<file path="config.mk">
export PLATFORM = sky130hd
export DESIGN_NAME = mux_rr_sel_flat
export DESIGN_NICKNAME = d
export VERILOG_FILES = /design/src/rtl/mux_rr_sel_if.sv /design/src/rtl/mux_rr_sel.sv /design/src/flat_wrapper.sv
export SDC_FILE = /design/constraint.sdc
export NUM_CORES = 1
export LEC_CHECK = 0
export CORE_MARGIN = 2
export CORE_UTILIZATION = 43
export CTS_CLUSTER_DIAMETER = 150
export DETAILED_ROUTE_END_ITERATION = 12
export GPL_TIMING_DRIVEN = 0
export PLACE_DENSITY = 0.82
export SKIP_CTS_REPAIR_TIMING = 1
export SLEW_MARGIN = 20
export SYNTH_ARGS = -nofsm -noshare
export SYNTH_HDL_FRONTEND = slang
export SYNTH_SLANG_ARGS = --single-unit
</file>
<file path="constraint.sdc">
create_clock -name clk -period 2.3 [get_ports clk]
set_clock_uncertainty 0.15 [all_clocks]
set_input_delay 0.23 -clock clk [delete_from_list [all_inputs] [get_ports clk]]
set_output_delay 0.23 -clock clk [all_outputs]
set_load 0.02 [all_outputs]
</file>
<file path="src/rtl/mux_rr_sel_if.sv">
// Handshake bundle between mux_rr_sel, its requesters, the 4:1 mux and the downstream consumer.
// The selector uses the master modport; the surrounding environment uses slave.
interface mux_rr_sel_if #(
    parameter int CNT_W = 8
);
    logic [3:0]       req;
    logic [3:0]       ack;
    logic [1:0]       sel;
    logic [1:0]       mux_f;
    logic             out_valid;
    logic             out_ready;
    logic [1:0]       out_data;
    logic [1:0]       out_ch;
    logic             cnt_clr;
    logic [1:0]       cnt_rd_ch;
    logic [CNT_W-1:0] cnt_rd_val;

    modport master (
        input  req, mux_f, out_ready, cnt_clr, cnt_rd_ch,
        output ack, sel, out_valid, out_data, out_ch, cnt_rd_val
    );

    modport slave (
        output req, mux_f, out_ready, cnt_clr, cnt_rd_ch,
        input  ack, sel, out_valid, out_data, out_ch, cnt_rd_val
    );
endinterface

</file>
<file path="src/rtl/mux_rr_sel.sv">
// Round-robin selector driving a 4:1 mux select, capturing its output into a valid/ready result.
// Optional per-channel saturating grant counters are enabled with `MUX_RR_CNT_EN.
module mux_rr_sel #(
    parameter logic [1:0] START_CH = 2'd0,
    parameter int         CNT_W    = 8
) (
    input logic          clk,
    input logic          rst,
    mux_rr_sel_if.master bus
);

    typedef enum logic [1:0] {
        IDLE,
        SEL,
        OUT
    } state_t;

    state_t     state_q, state_d;
    logic [1:0] sel_q, sel_d;
    logic [1:0] ptr_q, ptr_d;
    logic       out_valid_q, out_valid_d;
    logic [1:0] out_data_q, out_data_d;
    logic [1:0] out_ch_q, out_ch_d;
    logic [3:0] ack_q, ack_d;

    // First set request scanning upward from p; the lowest offset wins.
    function automatic logic [1:0] rr_pick(input logic [3:0] r, input logic [1:0] p);
        logic [1:0] idx;
        rr_pick = p;
        for (int i = 3; i >= 0; i--) begin
            idx = p + 2'(i);
            if (r[idx]) rr_pick = idx;
        end
    endfunction

    always_comb begin
        state_d     = state_q;
        sel_d       = sel_q;
        ptr_d       = ptr_q;
        out_valid_d = out_valid_q;
        out_data_d  = out_data_q;
        out_ch_d    = out_ch_q;
        ack_d       = 4'b0000;
        case (state_q)
            IDLE: begin
                if (|bus.req) begin
                    sel_d   = rr_pick(bus.req, ptr_q);
                    state_d = SEL;
                end
            end
            SEL: begin
                out_data_d  = bus.mux_f;
                out_ch_d    = sel_q;
                out_valid_d = 1'b1;
                ack_d       = 4'b0001 << sel_q;
                ptr_d       = sel_q + 2'd1;
                state_d     = OUT;
            end
            OUT: begin
                if (out_valid_q && bus.out_ready) begin
                    out_valid_d = 1'b0;
                    if (|bus.req) begin
                        sel_d   = rr_pick(bus.req, ptr_q);
                        state_d = SEL;
                    end else begin
                        state_d = IDLE;
                    end
                end
            end
            default: state_d = IDLE;
        endcase
    end

    always_ff @(posedge clk) begin
        if (!rst) begin
            state_q     <= IDLE;
            sel_q       <= START_CH;
            ptr_q       <= START_CH;
            out_valid_q <= 1'b0;
            out_data_q  <= 2'd0;
            out_ch_q    <= 2'd0;
            ack_q       <= 4'b0000;
        end else begin
            state_q     <= state_d;
            sel_q       <= sel_d;
            ptr_q       <= ptr_d;
            out_valid_q <= out_valid_d;
            out_data_q  <= out_data_d;
            out_ch_q    <= out_ch_d;
            ack_q       <= ack_d;
        end
    end

    assign bus.ack       = ack_q;
    assign bus.sel       = sel_q;
    assign bus.out_valid = out_valid_q;
    assign bus.out_data  = out_data_q;
    assign bus.out_ch    = out_ch_q;

`ifdef MUX_RR_CNT_EN
    logic [CNT_W-1:0] cnt_q [4];
    logic [CNT_W-1:0] cnt_d [4];

    // Counters see the registered ack, so a clear in the ack cycle still wins.
    always_comb begin
        for (int ch = 0; ch < 4; ch++) begin
            cnt_d[ch] = cnt_q[ch];
            if (bus.cnt_clr) begin
                cnt_d[ch] = '0;
            end else if (ack_q[ch] && (cnt_q[ch] != '1)) begin
                cnt_d[ch] = cnt_q[ch] + 1'b1;
            end
        end
    end

    always_ff @(posedge clk) begin
        for (int ch = 0; ch < 4; ch++) begin
            if (!rst) begin
                cnt_q[ch] <= '0;
            end else begin
                cnt_q[ch] <= cnt_d[ch];
            end
        end
    end

    assign bus.cnt_rd_val = cnt_q[bus.cnt_rd_ch];
`else
    logic unused_cnt;
    assign unused_cnt     = ^{bus.cnt_clr, bus.cnt_rd_ch};
    assign bus.cnt_rd_val = '0;
`endif

endmodule
</file>
<file path="src/flat_wrapper.sv">
// flat-port wrapper written by rule: the top's interface ports become plain ports
module mux_rr_sel_flat 
#(
    parameter logic [1:0] START_CH = 2'd0,
    parameter int         CNT_W    = 8
)
  (clk, rst, bus_req, bus_mux_f, bus_out_ready, bus_cnt_clr, bus_cnt_rd_ch, bus_ack, bus_sel, bus_out_valid, bus_out_data, bus_out_ch, bus_cnt_rd_val);
  mux_rr_sel_if #(.CNT_W(CNT_W)) bus_i ();
  input logic clk;
  input logic rst;
  input wire logic [$bits(bus_i.req)-1:0] bus_req;
  input wire logic [$bits(bus_i.mux_f)-1:0] bus_mux_f;
  input wire logic [$bits(bus_i.out_ready)-1:0] bus_out_ready;
  input wire logic [$bits(bus_i.cnt_clr)-1:0] bus_cnt_clr;
  input wire logic [$bits(bus_i.cnt_rd_ch)-1:0] bus_cnt_rd_ch;
  output wire logic [$bits(bus_i.ack)-1:0] bus_ack;
  output wire logic [$bits(bus_i.sel)-1:0] bus_sel;
  output wire logic [$bits(bus_i.out_valid)-1:0] bus_out_valid;
  output wire logic [$bits(bus_i.out_data)-1:0] bus_out_data;
  output wire logic [$bits(bus_i.out_ch)-1:0] bus_out_ch;
  output wire logic [$bits(bus_i.cnt_rd_val)-1:0] bus_cnt_rd_val;
  assign bus_i.req = bus_req;
  assign bus_i.mux_f = bus_mux_f;
  assign bus_i.out_ready = bus_out_ready;
  assign bus_i.cnt_clr = bus_cnt_clr;
  assign bus_i.cnt_rd_ch = bus_cnt_rd_ch;
  assign bus_ack = bus_i.ack;
  assign bus_sel = bus_i.sel;
  assign bus_out_valid = bus_i.out_valid;
  assign bus_out_data = bus_i.out_data;
  assign bus_out_ch = bus_i.out_ch;
  assign bus_cnt_rd_val = bus_i.cnt_rd_val;
  mux_rr_sel #(.START_CH(START_CH), .CNT_W(CNT_W)) u_core (.clk(clk), .rst(rst), .bus(bus_i));
endmodule
</file>
; ---- Yosys cells after proc, flatten, opt, wreduce, memory -nomap -nowiden
; Index checks and enable logic that the tools add are counted.
[word_totals]
elab_cells = 50
latch_bits = 0
n_memories = 0
rom_bits = 0
ff_bits = 15
input_bits = 12
mem_bits_rw = 0
[classes]
n_lt_le_gt_ge = 4
bitwise_logic = 0
n_reduce_logical = 9
div = 0
multipliers = 0
n_shift = 1
n_eq_ne = 4
muxes = 21
addsub = 4
[ops]
columns = cell, count
row1 = 2-bit 2-to-1 mux, 8
row2 = "2-bit by 3-bit < comparator with 1-bit output, second input constant", 4
row3 = 1-bit binary-select mux with 2-bit select, 4
row4 = 2-bit AND reduction, 4
row5 = 1-bit 2-to-1 mux, 6
row6 = 2-bit case mux with 3 select lines, 1
row7 = "2-bit by 1-bit adder with 2-bit output, second input constant", 2
row8 = "2-bit adder, second input constant", 2
row9 = "2-bit by 1-bit inequality test with 1-bit output, second input constant", 2
row10 = 2-bit case mux with 2 select lines, 1
row11 = 2-bit nonzero test, 2
row12 = 4-bit OR reduction, 1
row13 = "1-bit by 2-bit left shift with 4-bit output, first input constant", 1
row14 = "2-bit by 1-bit == test with 1-bit output, second input constant", 1
row15 = "2-bit == test, second input constant", 1
row16 = 2-bit logical NOT, 1
row17 = 1-bit case mux with 2 select lines, 1
row18 = 1-bit logical AND, 1

; ---- Longest topological paths before layout
; Gate-level depths: netlist (run 1).
[depth]
word_depth = 10
ltp_mapped = 4
depth_no_buf = 4

; ---- Worst setup path after synthesis (run 1)
; OpenSTA, ideal clock, no wires.
[synth_timing]
kind = reg-to-reg
start = register u_core.out_valid_q (netlist: u_core.bus.out_valid)
end = register u_core.sel_q[0] (netlist: u_core.bus.sel[0])
path_slack_ns = 0.821
path_stages_with_launch = 5
n_path_buf = 0
arrival_time_ns = 1.241
setup_time_ns = 0.088
cell_sequence = dfxtp_1 -> nand2_2 -> a221oi_4 -> nand2_2 -> o32ai_2
[synth_via]
elab_chain_cells = 3
[synth_rtl]
columns = element, line_no
row1 = from (decl), mux_rr_sel.sv:21  ; logic out_valid_q, out_valid_d;
row2 = from (signal assigned), mux_rr_sel.sv:87  ; out_valid_q <= out_valid_d;
row3 = 1-bit logical AND, mux_rr_sel.sv:60  ; if (out_valid_q && bus.out_ready) begin
row4 = 2-bit by 1-bit inequality test with 1-bit output (no line), --
row5 = 2-bit AND reduction (no line), --
row6 = to (signal assigned), mux_rr_sel.sv:85  ; sel_q <= sel_d;
row7 = to (decl), mux_rr_sel.sv:19  ; logic [1:0] sel_q, sel_d;
; No other way between the ends.
; A chain may end at the register's enable or synchronous reset.

; ---- Final worst setup path (run 1)
[layout_timing]
start = register u_core.sel_q[1] (netlist: u_core.bus.sel[1])
end = output port bus_sel[1]
[layout_lines]
columns = element, line_no
row1 = to (decl), flat_wrapper.sv:17  ; output wire logic [$bits(bus_i.sel)-1:0] bus_sel;
; No word-level cell between the ends.

==> results by group, run 1 <==
Drt
  • DR DRC count: 0
  • Drt first-iter violations: 7
  • Routed vias: 608
  • Vias per Instance: approximately 4.7
  • Pre-Repair DR Iteration Count: 4
  • Antenna-violating nets left: 0
  • WL/cell: 10.4 µm
  • Routed wire length: 1350 µm

Hold path
  • Path class of the lowest-slack min-delay path: register to register

Clock tree
  • Reg clk slew, reported paths: 80 ps
  • H-tree levels: 1
  • Clock sinks: 15
  • Number of buffers created by CTS: 3
  • Clock insertion delay at the later pin of the skew report: 280 ps
  • Clock tree from TritonCTS: yes
  • Clock root buffer: sky130_fd_sc_hd__clkbuf_4
  • CTS max path bufs: 2

Floorplanning
  • Placeable Area: 1520 µm²
  • I/O pins: 31
  • Starting density of the core: 0.464
  • Chip Width: around 45 µm
  • Die Area: 1980 µm²
  • Std-Cell Rows: 14
  • Vertical extent of the die: 44.5 µm

Synth
  • Top_reg_cell synth: sky130_fd_sc_hd__dfxtp_1
  • Share of the synthesized netlist area taken by xor and xnor gates: 0.0124
  • Synth Area in Compound Gates: 0.214
  • Mean post-synth cell area: 8.52 µm²
  • Fraction of the mapped netlist area in adder cells: 0
  • Cells after synthesis: 83
  • Portion of the post-synthesis area used by sequential elements: 0.425
  • Count of state elements after synthesis: 15
  • Post-synth EDFFs: 0
  • Netlist area before placement: roughly 710 µm²
  • Unique cell type count in the Yosys netlist: 27
  • Simple-Gate Fraction of Synth Area: 0.219
  • Post-synthesis mux area share: 0
  • Dominant combinational cell family by area after synthesis: simple AND/OR/NAND/NOR gates
  • Share of flip-flops with an asynchronous set or reset after synthesis: 0
  • Yosys warnings: 0

Global route
  • Gr usage total: 0.150
  • Vias in the first global route: 519
  • Global route total overflow: 0
  • Number of antenna violations at the first check in global routing: 0
  • Pin count of the biggest net entering global routing: 11
  • Global-route wire length before repair: roughly 2200 µm

Pwr
  • Max IR drop VDD: 0.478 mV
  • Lkg Pwr: 0.405 nW
  • Power per cell area: around 640 nW/µm²

Timing
  • Final number of setup-violating endpoints: 0
  • FMAX: 568 MHz
  • Minimum clock period: approximately 1800 ps
  • Max Transition Viols Final: 0
  • Fin Setup TNS: 0 ps
  • Final clock period utilization by the worst path: 0.766
  • Final hold viol count: 0
  • Post-route worst hold slack: slightly above 300 ps
  • Unrepaired setup endpoints after global routing: false

Place
  • DP HPWL: 1040 µm
  • Port Buf Inserts: 19
  • Global placer's final weighted congestion: 0.671

Status
  • Result of the run: finished clean

Finish
  • Post-layout nets: 126
  • Antenna diode count: 0
  • Sequential cell area: 300 µm²
  • Fillers: ~130
  • Fraction of layout instances using a drive strength above 1: 0.150
  • Footprint of the multi-input gates: ~350 µm²
  • Area delta synth->final: 37.2%

Worst setup path
  • Worst path required time: 1920 ps
  • Critical path start-end classification: register to output port
  • Largest stage delay on the critical path: around 650 ps
  • Cell-by-cell listing of the critical path: clkdlybuf4s50_1
  • Kind of start point of the critical path: register
  • Crit-path max FO: 7
  • Reg2Reg Setup Slack: 850 ps
  • CP Data Arrival Time: approximately 1400 ps
  • Kind of capture point of the worst setup path: output port
  • Slowest stage cell on the critical path: sky130_fd_sc_hd__clkdlybuf4s50_1
  • Critical path's top delay family: buffers and inverters
  • Buffer and inverter count on the worst path: 1

Flow run
  • Max-capacitance violation count: 0
==> synthesized netlist by cell type (2+ instances only) <==
library cell	count	area share
sky130_fd_sc_hd__buf_4	8	0.085
sky130_fd_sc_hd__a21boi_1	4	0.042
sky130_fd_sc_hd__nor3_1	3	0.021
sky130_fd_sc_hd__inv_1	4	0.021
sky130_fd_sc_hd__a21oi_1	3	0.021
sky130_fd_sc_hd__dfxtp_1	15	0.42
sky130_fd_sc_hd__nor2_1	6	0.032
sky130_fd_sc_hd__o21ai_0	3	0.021
sky130_fd_sc_hd__nand2_1	13	0.069
sky130_fd_sc_hd__nor2b_1	4	0.035
sky130_fd_sc_hd__clkbuf_1	2	0.011
sky130_fd_sc_hd__a21boi_0	2	0.021
sky130_fd_sc_hd__nand2_2	2	0.018
==> area by class of cell <==
type | count | area share
repair buffers | 19 | 0.196
flip-flops and latches | 15 | 0.310
clock buffers | 4 | 0.0271
well taps | 16 | 0.0206
inverters | 4 | 0.0155
multi-input cells | 60 | 0.356
plain buffers | 11 | 0.0748
==> worst min-delay path, stage by stage (launching register included) <==
cell and delay [ps]:
sky130_fd_sc_hd__dfxtp_1 310, sky130_fd_sc_hd__nand2_1 50, sky130_fd_sc_hd__a21boi_1 50
==> state kept, by name, summed over array words and instances (netlist names) <==
signal                flops
u_core.bus.ack            4
u_core.bus.out_ch         2
u_core.bus.out_data       2
u_core.bus.sel            2
u_core.ptr_q              2
u_core.state_q            2
u_core.bus.out_valid      1
==> cells by family (layout without fill, tap and decap cells) <==
family	after synthesis	after routing
other	1	8
flip-flops	15	15
AO/OA/AOI/OAI	18	18
XOR/XNOR	1	1
buffers and inverters	15	38
AND/OR/NAND/NOR	33	33
==> final timing paths <==
kind / from / to / cells past startpoint
max: u_core.bus.sel[1] / bus_sel[1] / 1
min: u_core.bus.out_ch[1] / u_core.bus.out_ch[1] / 2
min reg2reg: u_core.bus.out_ch[1] / u_core.bus.out_ch[1] / 2
max reg2reg: u_core.bus.out_valid / u_core.bus.sel[0] / 4
==> power breakdown <==
part / total [mW] / switching (mW) / internal, mW
clock network: 0.143 / 0.0755 / 0.0673
logic: 0.171 / 0.0883 / 0.0831
registers: 0.306 / 0.0240 / 0.282
total: 0.621 / 0.188 / 0.433
==> cells in the final DEF (no fill, tap or decap), drive strengths merged <==
cell type,count
o22ai,1
clkbuf,6
a21oi,3
a221oi,1
conb,8
dfxtp,15
buf,9
nor3,3
a22o,1
o21ai,3
xnor2,1
o32ai,2
inv,4
o211a,1
nand3,1
nor2b,4
nand3b,1
and2,1
nand2,15
clkdlybuf4s50,19
a21boi,6
nand2b,1
nor2,7
==> metrics by stage <==
| step | worst slack [ps] | power, mW | cells | area, µm² | utilization |
|---|---|---|---|---|---|
| 2_1_floorplan | 821 | 0.422 | 90 | 733 | - |
| 3_3_place_gp | 520 | 0.477 | 125 | 943 | 0.619 |
| 3_5_place_dp | 491 | 0.482 | 125 | 943 | 0.619 |
| 4_1_cts | 528 | 0.627 | 129 | 970 | 0.636 |
| 5_1_grt | 489 | 0.659 | 129 | 970 | 0.636 |
| 6_report | 539 | 0.621 | 129 | 970 | 0.636 |
==> per-layer routing <==
layer | wire length (µm) | vias up | share of wire | global-route usage
li1 | - | 319 | - | -
met1 | 588 | 269 | 0.44 | 0.176
met2 | 658 | 20 | 0.49 | 0.252
met3 | 99 | 0 | 0.074 | 0.0612
met4 | 0 | 0 | 0 | 0.0364
met5 | 0 | - | 0 | 0
No activity file was read; power rests on OpenSTA's default activity.
==> run 2, diff against run 1 <==
- CORE_UTILIZATION: 43 -> 40
- PLACE_DENSITY: 0.82 -> 0.77
- clock period: 2.3 -> 1.64 ns (I/O delays scaled with it)
==> results by group, run 2 (synthesized netlist as in run 1, its figures left out) <==
Global route
  • Vias in the first global route: 507 (was 519)
  • Number of antenna violations at the first check in global routing: 0 (unchanged)
  • Global-route wire length before repair: 2070 µm (was 2160 µm)
  • Global route total overflow: 0 (unchanged)
  • Pin count of the biggest net entering global routing: 11 (unchanged)
  • Gr usage total: 0.136 (was 0.150)

Clock tree
  • Clock root buffer: sky130_fd_sc_hd__clkbuf_4 (unchanged)
  • CTS max path bufs: 2 (unchanged)
  • Clock tree from TritonCTS: yes (unchanged)
  • Reg clk slew, reported paths: 80 ps (about the same)
  • Number of buffers created by CTS: 3 (unchanged)
  • Clock sinks: 15 (unchanged)
  • H-tree levels: 1 (unchanged)
  • Clock insertion delay at the later pin of the skew report: 280 ps (about the same)

Place
  • Placed cell count: 126 (was 125)
  • Post-Place Worst Slack: -86.3 ps (was 491 ps)
  • DP Area: 945 µm² (was 943 µm²)
  • Global placer's final weighted congestion: 0.711 (was 0.671)
  • DP HPWL: 997 µm (was 1040 µm)
  • Port Buf Inserts: 19 (unchanged)

Worst setup path
  • Kind of capture point of the worst setup path: output port (unchanged)
  • Worst path required time: 1330 ps (was 1920 ps)
  • Crit-path max FO: 4 (was 7)
  • Cell-by-cell listing of the critical path: clkdlybuf4s50_1 (unchanged)
  • Capture instance of the worst register-to-register path: u_core.bus.sel[0] (unchanged)
  • Buffer and inverter count on the worst path: 1 (unchanged)
  • CP Data Arrival Time: 1270 ps (was 1380 ps)
  • Launching element of the worst setup path: u_core.bus.out_valid (was u_core.bus.sel[1])
  • Critical path's top delay family: buffers and inverters (unchanged)
  • Depth of the worst register-to-register path: 4 (unchanged)
  • Reg2Reg Setup Slack: 220 ps (was 850 ps)
  • Reg2reg start: u_core.bus.out_valid (unchanged)
  • Largest stage delay on the critical path: 620 ps (was 650 ps)
  • Critical path start-end classification: register to output port (unchanged)
  • Kind of start point of the critical path: register (unchanged)
  • Number of gates on the worst path with buffers counted: 1 (unchanged)
  • Slowest stage cell on the critical path: sky130_fd_sc_hd__clkdlybuf4s50_1 (unchanged)
  • Last element of the critical path: bus_out_valid (was bus_sel[1])

Drt
  • Drt first-iter violations: 10 (was 7)
  • Antenna-violating nets left: 0 (unchanged)
  • Routed vias: 619 (was 608)
  • DR DRC count: 0 (unchanged)
  • Routed wire length: 1270 µm (was 1350 µm)
  • WL/cell: 9.77 µm (was 10.4 µm)
  • Vias per Instance: 4.76 (was 4.71)
  • Pre-Repair DR Iteration Count: 4 (unchanged)

Floorplanning
  • Chip Width: 46.0 µm (was 44.5 µm)
  • Die Area: 2120 µm² (was 1980 µm²)
  • I/O pins: 31 (unchanged)
  • Std-Cell Rows: 15 (was 14)
  • Vertical extent of the die: 46.0 µm (was 44.5 µm)
  • Starting density of the core: 0.419 (was 0.464)
  • Placeable Area: 1690 µm² (was 1520 µm²)

Finish
  • Post-route cell area: 973 µm² (was 970 µm²)
  • Most frequent standard cell in the layout excluding fill and tap cells: sky130_fd_sc_hd__clkdlybuf4s50_1 (unchanged)
  • Commonest non-fill, non-tap cells in the layout: sky130_fd_sc_hd__clkdlybuf4s50_1, sky130_fd_sc_hd__dfxtp_1, sky130_fd_sc_hd__nand2_1, sky130_fd_sc_hd__buf_4, sky130_fd_sc_hd__conb_1 (unchanged)
  • Post-layout nets: 126 (unchanged)
  • Area delta synth->final: 37.7% (was 37.2%)
  • Fraction of layout instances using a drive strength above 1: 0.150 (unchanged)
  • Non-filler instance count after layout: 130 (was 129)
  • Flip-flop count of the largest register, all copies and words added: 4 (unchanged)
  • Fillers: 160 (was 134)
  • Antenna diode count: 0 (unchanged)

Timing
  • Minimum clock period: 1580 ps
  • Fin Setup TNS: 0 ps (unchanged)
  • Unrepaired setup endpoints after global routing: false (unchanged)
  • FMAX: 631 MHz
  • Least setup slack across all paths after layout: 55.3 ps (was 539 ps)
  • Final hold viol count: 0 (unchanged)
  • Max Transition Viols Final: 0 (unchanged)
  • Final clock period utilization by the worst path: 0.966
  • Final number of setup-violating endpoints: 0 (unchanged)

Pwr
  • Lkg Pwr: 0.421 nW (was 0.405 nW)
  • P_sw: 0.261 mW (was 0.188 mW)
  • Power per cell area: 891 nW/µm² (was 640 nW/µm²)
  • Sw Share: 0.301 (was 0.303)
  • Sequential group share of total power: 0.495 (was 0.494)
  • Power share of the clock group: 0.232 (was 0.230)
  • Max IR drop VDD: 0.458 mV (was 0.478 mV)
  • Total internal power: 0.606 mW (was 0.433 mW)
  • Combinational fraction of design power: 0.273 (was 0.276)

Status
  • Result of the run: finished clean (unchanged)

Flow run
  • Max-capacitance violation count: 0 (unchanged)

Hold path
  • Path class of the lowest-slack min-delay path: input pin to register (was register to register)
==> run 2: cell count changes in the layout (fill, tap and decap cells not counted), sizes merged <==
cell / before / now
clkdlybuf4s50: 19 / 18
dlymetal6s2s: 0 / 1
==> run 2: through the flow <==
stage	utilization	power [mW]	hold slack, ps
after floorplan	-	0.592	130
after global routing	0.576	0.927	305
after detailed placement	0.559	0.677	295
after CTS	0.575	0.878	286
final	0.576	0.867	284
after global placement	0.559	0.670	289
==> run 2: metal layers <==
layer	up-vias	global-route usage	part of all wire
li1	319	-	-
met1	282	0.174	0.44
met2	18	0.217	0.51
met3	0	0.0595	0.053
met4	0	0.0171	0
met5	-	0	0
==> run 2: worst min path at each step <==
stage                     cells past startpoint                    from                endpoint  slack [ps]
after floorplan                               2                     rst       u_core.state_q[0]         130
after CTS                                     3            bus_mux_f[0]  u_core.bus.out_data[0]         290
after global routing                          3            bus_mux_f[0]  u_core.bus.out_data[0]         300
final                                         3            bus_mux_f[0]  u_core.bus.out_data[0]         280
after global placement                        2  u_core.bus.out_data[0]  u_core.bus.out_data[0]         290
after detailed placement                      2  u_core.bus.out_data[1]  u_core.bus.out_data[1]         290
==> run 2: power groups by stage <==
stage               Combinational, mW  Clock [mW]  Sequential, mW
CTS                             0.240       0.209           0.430
detailed placement              0.238           0           0.439
global placement                0.234           0           0.436
finish                          0.237       0.201           0.429
floorplan                       0.137           0           0.455
global route                    0.262       0.230           0.435
==> run 2: layout make-up <==
type | count | area, µm² | area share
Multi-Input combinational cell | 60 | 345 | 0.355
Sequential cell | 15 | 300 | 0.308
Timing Repair Buffer | 19 | 193 | 0.198
Buffer | 11 | 72.6 | 0.0746
Clock buffer | 4 | 26.3 | 0.0270
Tap cell | 17 | 21.3 | 0.0219
Inverter | 4 | 15.0 | 0.0154
==> run 2: worst reg2reg max path, cell delays in order (launching register included) <==
cell	delay [ps]
sky130_fd_sc_hd__dfxtp_1	380
sky130_fd_sc_hd__nand2_2	90
sky130_fd_sc_hd__a221oi_4	350
sky130_fd_sc_hd__nand2_2	120
sky130_fd_sc_hd__o32ai_2	260
